[src/rtl/router_pkg.sv]
// Shared types and header field layout for the router ingress stage.
package router_pkg;
  localparam int DATA_W  = 8;
  localparam int N_PORTS = 3;

  localparam int LEN_MSB  = 7;
  localparam int LEN_LSB  = 2;
  localparam int ADDR_MSB = 1;
  localparam int LEN_W    = LEN_MSB - LEN_LSB + 1;
  localparam int ADDR_W   = ADDR_MSB + 1;

  typedef enum logic [2:0] {
    IDLE,
    WAIT_EMPTY,
    LOAD_FIRST,
    LOAD_DATA,
    CHECK,
    DROP
  } state_e;

  function automatic logic addr_ok(input logic [ADDR_W-1:0] addr);
    return {{(32-ADDR_W){1'b0}}, addr} < N_PORTS;
  endfunction
endpackage

[src/rtl/router_pkt_ingress_if.sv]
// Source-side byte stream plus FIFO-side write bus of the router ingress stage.
interface router_pkt_ingress_if;
  import router_pkg::*;

  logic [DATA_W-1:0]  data_in;
  logic               pkt_valid;
  logic [N_PORTS-1:0] fifo_full;
  logic [N_PORTS-1:0] fifo_empty;
  logic [DATA_W-1:0]  dout;
  logic [N_PORTS-1:0] write_enb;
  logic               lfd_state;
  logic               busy;
  logic               parity_done;
  logic               err;
  logic               len_err;

  modport master (
    output data_in, pkt_valid, fifo_full, fifo_empty,
    input  dout, write_enb, lfd_state, busy, parity_done, err, len_err
  );

  modport slave (
    input  data_in, pkt_valid, fifo_full, fifo_empty,
    output dout, write_enb, lfd_state, busy, parity_done, err, len_err
  );
endinterface

[src/rtl/router_ingress_fsm.sv]
// Packet-framing state machine: next-state logic plus busy/lfd_state decode.
module router_ingress_fsm
  import router_pkg::*;
(
  input  logic   clk,
  input  logic   rst,
  input  logic   hdr_edge,
  input  logic   hdr_addr_ok,
  input  logic   hdr_dst_empty,
  input  logic   dst_empty,
  input  logic   dst_full,
  input  logic   pkt_valid,
  output state_e state_q,
  output logic   busy,
  output logic   lfd_state
);
  state_e state_d;

  always_ff @(posedge clk) begin
    if (rst) state_q <= IDLE;
    else     state_q <= state_d;
  end

  always_comb begin
    state_d   = state_q;
    busy      = 1'b0;
    lfd_state = 1'b0;
    case (state_q)
      IDLE: begin
        if (hdr_edge) begin
          if (!hdr_addr_ok)       state_d = DROP;
          else if (hdr_dst_empty) state_d = LOAD_FIRST;
          else                    state_d = WAIT_EMPTY;
        end
      end
      WAIT_EMPTY: begin
        busy = 1'b1;
        if (dst_empty) state_d = LOAD_FIRST;
      end
      LOAD_FIRST: begin
        busy      = 1'b1;
        lfd_state = 1'b1;
        state_d   = LOAD_DATA;
      end
      LOAD_DATA: begin
        // pkt_valid low marks the parity byte; it still has to land in the FIFO
        busy = dst_full;
        if (!dst_full && !pkt_valid) state_d = CHECK;
      end
      CHECK: begin
        busy    = 1'b1;
        state_d = IDLE;
      end
      DROP: begin
        if (!pkt_valid) state_d = IDLE;
      end
      default: state_d = IDLE;
    endcase
    if (rst) begin
      busy      = 1'b0;
      lfd_state = 1'b0;
    end
  end
endmodule

[src/rtl/router_pkt_ingress.sv]
// Router ingress: parses header/payload/parity and steers each byte to the addressed FIFO.
module router_pkt_ingress
  import router_pkg::*;
(
  input logic                 clk,
  input logic                 rst,
  router_pkt_ingress_if.slave bus
);
  state_e              state_q;
  logic                busy;
  logic                lfd_state;
  logic [DATA_W-1:0]   hdr_q, hdr_d;
  logic [DATA_W-1:0]   parity_q, parity_d;
  logic [ADDR_W-1:0]   addr_q, addr_d;
  logic [LEN_W-1:0]    count_q, count_d;
  logic                pkt_valid_d_q, pkt_valid_d_d;
  logic                err_q, err_d;
  logic                len_err_q, len_err_d;
  logic                parity_done_q, parity_done_d;
  logic                parity_ok_q, parity_ok_d;
  logic [ADDR_W-1:0]   hdr_addr;
  logic                hdr_edge, hdr_addr_ok, hdr_dst_empty;
  logic                dst_full, dst_empty;
  logic [N_PORTS-1:0]  sel;

  assign hdr_addr      = bus.data_in[ADDR_MSB:0];
  assign hdr_edge      = bus.pkt_valid & ~pkt_valid_d_q;
  assign hdr_addr_ok   = addr_ok(hdr_addr);
  assign hdr_dst_empty = hdr_addr_ok & bus.fifo_empty[hdr_addr];
  assign dst_full      = bus.fifo_full[addr_q];
  assign dst_empty     = bus.fifo_empty[addr_q];
  assign sel           = N_PORTS'(1) << addr_q;

  router_ingress_fsm u_fsm (
    .clk           (clk),
    .rst           (rst),
    .hdr_edge      (hdr_edge),
    .hdr_addr_ok   (hdr_addr_ok),
    .hdr_dst_empty (hdr_dst_empty),
    .dst_empty     (dst_empty),
    .dst_full      (dst_full),
    .pkt_valid     (bus.pkt_valid),
    .state_q       (state_q),
    .busy          (busy),
    .lfd_state     (lfd_state)
  );

  always_comb begin
    hdr_d         = hdr_q;
    parity_d      = parity_q;
    addr_d        = addr_q;
    count_d       = count_q;
    pkt_valid_d_d = bus.pkt_valid;
    err_d         = err_q;
    len_err_d     = len_err_q;
    parity_ok_d   = parity_ok_q;
    parity_done_d = 1'b0;
    bus.dout      = bus.data_in;
    bus.write_enb = '0;
    case (state_q)
      IDLE: begin
        if (hdr_edge && hdr_addr_ok) begin
          hdr_d     = bus.data_in;
          addr_d    = hdr_addr;
          parity_d  = bus.data_in;
          count_d   = '0;
          err_d     = 1'b0;
          len_err_d = 1'b0;
        end
      end
      LOAD_FIRST: begin
        bus.dout      = hdr_q;
        bus.write_enb = sel;
      end
      LOAD_DATA: begin
        if (!dst_full) begin
          bus.write_enb = sel;
          if (bus.pkt_valid) begin
            parity_d = parity_q ^ bus.data_in;
            if (count_q != '1) count_d = count_q + LEN_W'(1);
          end else begin
            parity_ok_d   = (bus.data_in == parity_q);
            parity_done_d = 1'b1;
          end
        end
      end
      CHECK: begin
        err_d     = ~parity_ok_q;
        len_err_d = (count_q != hdr_q[LEN_MSB:LEN_LSB]);
      end
      default: ;
    endcase
    if (rst) begin
      bus.dout      = '0;
      bus.write_enb = '0;
    end
  end

  // A packet already in flight when reset lifts is ignored until pkt_valid drops
  always_ff @(posedge clk) begin
    if (rst) begin
      hdr_q         <= '0;
      parity_q      <= '0;
      addr_q        <= '0;
      count_q       <= '0;
      pkt_valid_d_q <= 1'b1;
      err_q         <= 1'b0;
      len_err_q     <= 1'b0;
      parity_done_q <= 1'b0;
      parity_ok_q   <= 1'b0;
    end else begin
      hdr_q         <= hdr_d;
      parity_q      <= parity_d;
      addr_q        <= addr_d;
      count_q       <= count_d;
      pkt_valid_d_q <= pkt_valid_d_d;
      err_q         <= err_d;
      len_err_q     <= len_err_d;
      parity_done_q <= parity_done_d;
      parity_ok_q   <= parity_ok_d;
    end
  end

  assign bus.busy        = busy;
  assign bus.lfd_state   = lfd_state;
  assign bus.parity_done = parity_done_q;
  assign bus.err         = err_q;
  assign bus.len_err     = len_err_q;
endmodule

[src/flat_wrapper.sv]
// flat-port wrapper written by rule: the top's interface ports become plain ports
module router_pkt_ingress_flat import router_pkg::*;
  (clk, rst, bus_data_in, bus_pkt_valid, bus_fifo_full, bus_fifo_empty, bus_dout, bus_write_enb, bus_lfd_state, bus_busy, bus_parity_done, bus_err, bus_len_err);
  router_pkt_ingress_if bus_i ();
  input logic clk;
  input logic rst;
  input wire logic [$bits(bus_i.data_in)-1:0] bus_data_in;
  input wire logic [$bits(bus_i.pkt_valid)-1:0] bus_pkt_valid;
  input wire logic [$bits(bus_i.fifo_full)-1:0] bus_fifo_full;
  input wire logic [$bits(bus_i.fifo_empty)-1:0] bus_fifo_empty;
  output wire logic [$bits(bus_i.dout)-1:0] bus_dout;
  output wire logic [$bits(bus_i.write_enb)-1:0] bus_write_enb;
  output wire logic [$bits(bus_i.lfd_state)-1:0] bus_lfd_state;
  output wire logic [$bits(bus_i.busy)-1:0] bus_busy;
  output wire logic [$bits(bus_i.parity_done)-1:0] bus_parity_done;
  output wire logic [$bits(bus_i.err)-1:0] bus_err;
  output wire logic [$bits(bus_i.len_err)-1:0] bus_len_err;
  assign bus_i.data_in = bus_data_in;
  assign bus_i.pkt_valid = bus_pkt_valid;
  assign bus_i.fifo_full = bus_fifo_full;
  assign bus_i.fifo_empty = bus_fifo_empty;
  assign bus_dout = bus_i.dout;
  assign bus_write_enb = bus_i.write_enb;
  assign bus_lfd_state = bus_i.lfd_state;
  assign bus_busy = bus_i.busy;
  assign bus_parity_done = bus_i.parity_done;
  assign bus_err = bus_i.err;
  assign bus_len_err = bus_i.len_err;
  router_pkt_ingress u_core (.clk(clk), .rst(rst), .bus(bus_i));
endmodule
[config.mk]
export PLATFORM = sky130hd
export DESIGN_NAME = router_pkt_ingress_flat
export DESIGN_NICKNAME = d
export VERILOG_FILES = /design/src/rtl/router_pkg.sv /design/src/rtl/router_pkt_ingress_if.sv /design/src/rtl/router_ingress_fsm.sv /design/src/rtl/router_pkt_ingress.sv /design/src/flat_wrapper.sv
export SDC_FILE = /design/constraint.sdc
export NUM_CORES = 1
export LEC_CHECK = 0
export CORE_ASPECT_RATIO = 1.1
export CORE_MARGIN = 10
export CORE_UTILIZATION = 57
export CTS_CLUSTER_SIZE = 30
export DETAILED_ROUTE_END_ITERATION = 7
export GPL_ROUTABILITY_DRIVEN = 0
export MAX_ROUTING_LAYER = met4
export PLACE_DENSITY_LB_ADDON = 0.2
export SETUP_SLACK_MARGIN = 0.2
export SLEW_MARGIN = 20
export SYNTH_ARGS = -nofsm -noshare
export SYNTH_HDL_FRONTEND = slang
export SYNTH_SLANG_ARGS = --single-unit
[constraint.sdc]
create_clock -name clk -period 2.6 [get_ports clk]
set_input_delay 0.26 -clock clk [delete_from_list [all_inputs] [get_ports clk]]
set_output_delay 0.26 -clock clk [all_outputs]
set_load 0.02 [all_outputs]
==> results.ini <==
[floorplan]
die_area_sq_um = 6100
initial_utilization_pct = 58.3
coreArea_sq_um = 3300
fp.dieH_microns = 80.9
io_pins = 33
die_w_microns = 75.4
std_cell_rows = 22

[clock_tree]
htreeDepth = 2
clkTransAtPathRegs_ns = 0.09
clkLatencyLatePin_ns = 0.33
cts_inserted_buffers = 5
hold_buffers = 0
post-cts-setup-buffer-count = 0
cts_buffer_depth = 2
cts_sinks = 30
cts_tree = built
clock-root-buffer = clkbuf_4

[global_routing]
antenna_found_initial = 0
grt_max_degree = 40
track_usage_pct = 17.7
grt_pass1_wl_microns = 8390
first_global_vias = 1799
grt.overflow.total = 0

[sta]
min_period_over_period_pct = 87.4
slew_viol_final = 0
holdWs_ns = 0.476
relSlewSlack_pct = 54.8
finalClockSkew_ns = 0.00890
post-route-min-period_ns = 2.27
max_freq_ghz = 0.440
tns_ns = 0
setup_viol = 0
worst_slew_pin_slew_ns = 0.677
hold_violations = 0
rsz0062_at_grt = true

[placement]
io_buffers = 32
dp_hpwl_microns = 3580

[critical_path]
cp-start-kind = flip-flop
critPathMaxFanout = 9
required_ns = 2.34
cp-end-kind = output pin
worstPathArrival_ns = 2.01
worstSetupPathType = reg -> out

[detailed_routing]
post_drt_wl_per_cell_microns = 15.7
postRouteAntennaNets = 0
vias_per_cell = 5.95
first_iter_violations = 154
wl_microns = 4960
route.detailed.drc = 0
route.vias.total = 1874
drt-pass1-iter-count = 4

[logic_synthesis]
syn_nets = 265
netlist.area_leader.share_pct = 31.2
yosysTopAreaCell = dfxtp_1
syn_avg_cell_area_sq_um = 7.79
synth-edff-count = 0
synthesis.area_sq_um = 1920
ys_warn_count = 0
synth_cell_types = 45
synth_ff_type = dfxtp_1
ys_seq_area_share_pct = 31.2
ys_ff_latch = 30
async_flop_share_pct = 0
synthCells = 247
ys_top_cells_by_area = dfxtp_1, nand2_1, a21oi_1, nor2_1, xor2_1

[power]
irDropWorstVdd_v = 0.000325
p_per_area_nw_per_um2 = 507
finalPower_uw = 1170
leakage_uw = 0.00101

[outcome]
status = finished, final reports clean

[finish]
areaGrowthSynthToFinish_pct = 19.9
nets = 297
drive_above_1_share_pct = 12.2
diodes = 0

[hold_path]
hold_class = reg -> reg

[flow_run]
max-cap-violations = 0

==> report_power, final <==
group	internal, uW	switching (uW)	leakage [uW]
Sequential	491	37.0	0.000245
Combinational	168	222	0.000742
Clock	102	150	0.0000254
==> metal layers <==
metal | global-route usage (%) | share of wire [%]
met5 | - | 0
met4 | 5.39 | 1.5
met3 | 4.27 | 4.7
met2 | 29.6 | 50
met1 | 20.2 | 44
==> per-stage QoR <==
stage / instances / instance area, sq um / worst slack, ns / utilization [%]
after global routing: 315 / 2310 / 0.140 / 69.8
after floorplan: 247 / 1920 / 0.636 / -
after detailed placement: 308 / 2250 / 0.241 / 68.2
after CTS: 315 / 2300 / 0.221 / 69.5
after global placement: 308 / 2250 / 0.279 / 68.2
final: 315 / 2310 / 0.329 / 69.8
==> layout make-up <==
cell class	count	area [sq um]
repair buffers	42	398
fillers	293	996
clock buffers	7	45.0
inverters	3	11.3
well taps	36	45.0
flip-flops and latches	30	604
multi-input cells	197	1200
==> cells in the final DEF (no fill, tap or decap), types with 2 or more instances in the layout <==
master,synthesis,routed
a2111oi_2,2,2
a21oi_1,25,25
a21oi_2,2,2
a31oi_1,4,4
buf_4,5,10
clkbuf_1,3,2
clkbuf_4,0,5
clkdlybuf4s50_1,0,25
dfxtp_1,30,27
dfxtp_2,0,3
dlygate4sd2_1,0,4
dlymetal6s2s_1,0,3
inv_1,3,3
mux2i_1,9,9
nand2_1,41,40
nand3_1,4,4
nand3b_1,3,3
nor2_1,33,33
nor2b_1,2,2
nor3_1,5,5
nor3b_1,2,2
nor4_1,6,6
o21ai_0,13,13
o311ai_0,8,8
or2_2,2,2
xnor2_1,2,2
xor2_1,12,12
==> flip-flops by register name, indices dropped and copies added, names as in the netlist <==
register / flops
u_core.addr_q: 1
u_core.bus.err: 1
u_core.bus.len_err: 1
u_core.bus.parity_done: 1
u_core.count_q: 6
u_core.hdr_q: 7
u_core.parity_ok_q: 1
u_core.parity_q: 8
u_core.pkt_valid_d_q: 1
u_core.u_fsm.state_q: 3
==> logic make-up after synthesis <==
kind of cell	Yosys count	share of synthesized area, %
simple gates	110	28.2
xor+xnor	14	6.37
fa+ha+maj	1	0.650
mux	10	5.40
flops	30	31.2
compound gates	62	21.7
buf+inv	20	6.44
==> worst max-delay path, cell delays in order (launching register included) <==
cell and delay, ns:
dfxtp_2 0.39, nor2_2 0.17, and2_2 0.29, nand2_1 0.08, a21oi_1 0.12, clkdlybuf4s50_1 0.63
==> cell usage after synthesis, drive strengths merged (2+ instances only) <==
library cell / count
and3: 2
o21ai: 14
a2111oi: 2
mux2i: 10
and2: 2
nor2: 34
nand2: 41
clkbuf: 3
a31oi: 4
buf: 14
nor4: 6
nand3: 4
a21oi: 27
dfxtp: 30
o311ai: 8
nor2b: 2
xnor2: 2
nor3b: 2
nor3: 6
xor2: 12
nand3b: 4
or2: 2
inv: 3
==> repair_timing <==
action                                 CTS  global route
endpoints found under the hold margin    0             0
gates resized for setup                  8             4
setup endpoints to repair               12             7
==> final timing paths <==
check / start / to / slack (ns) / cells after the start
min: u_core.parity_ok_q / u_core.parity_ok_q / 0.48 / 2
max: u_core.u_fsm.state_q[0] / bus_dout[1] / 0.33 / 5
max reg2reg: u_core.hdr_q[1] / u_core.count_q[5] / 0.72 / 6
min reg2reg: u_core.parity_ok_q / u_core.parity_ok_q / 0.48 / 2
No activity file was read; power rests on OpenSTA's default activity.
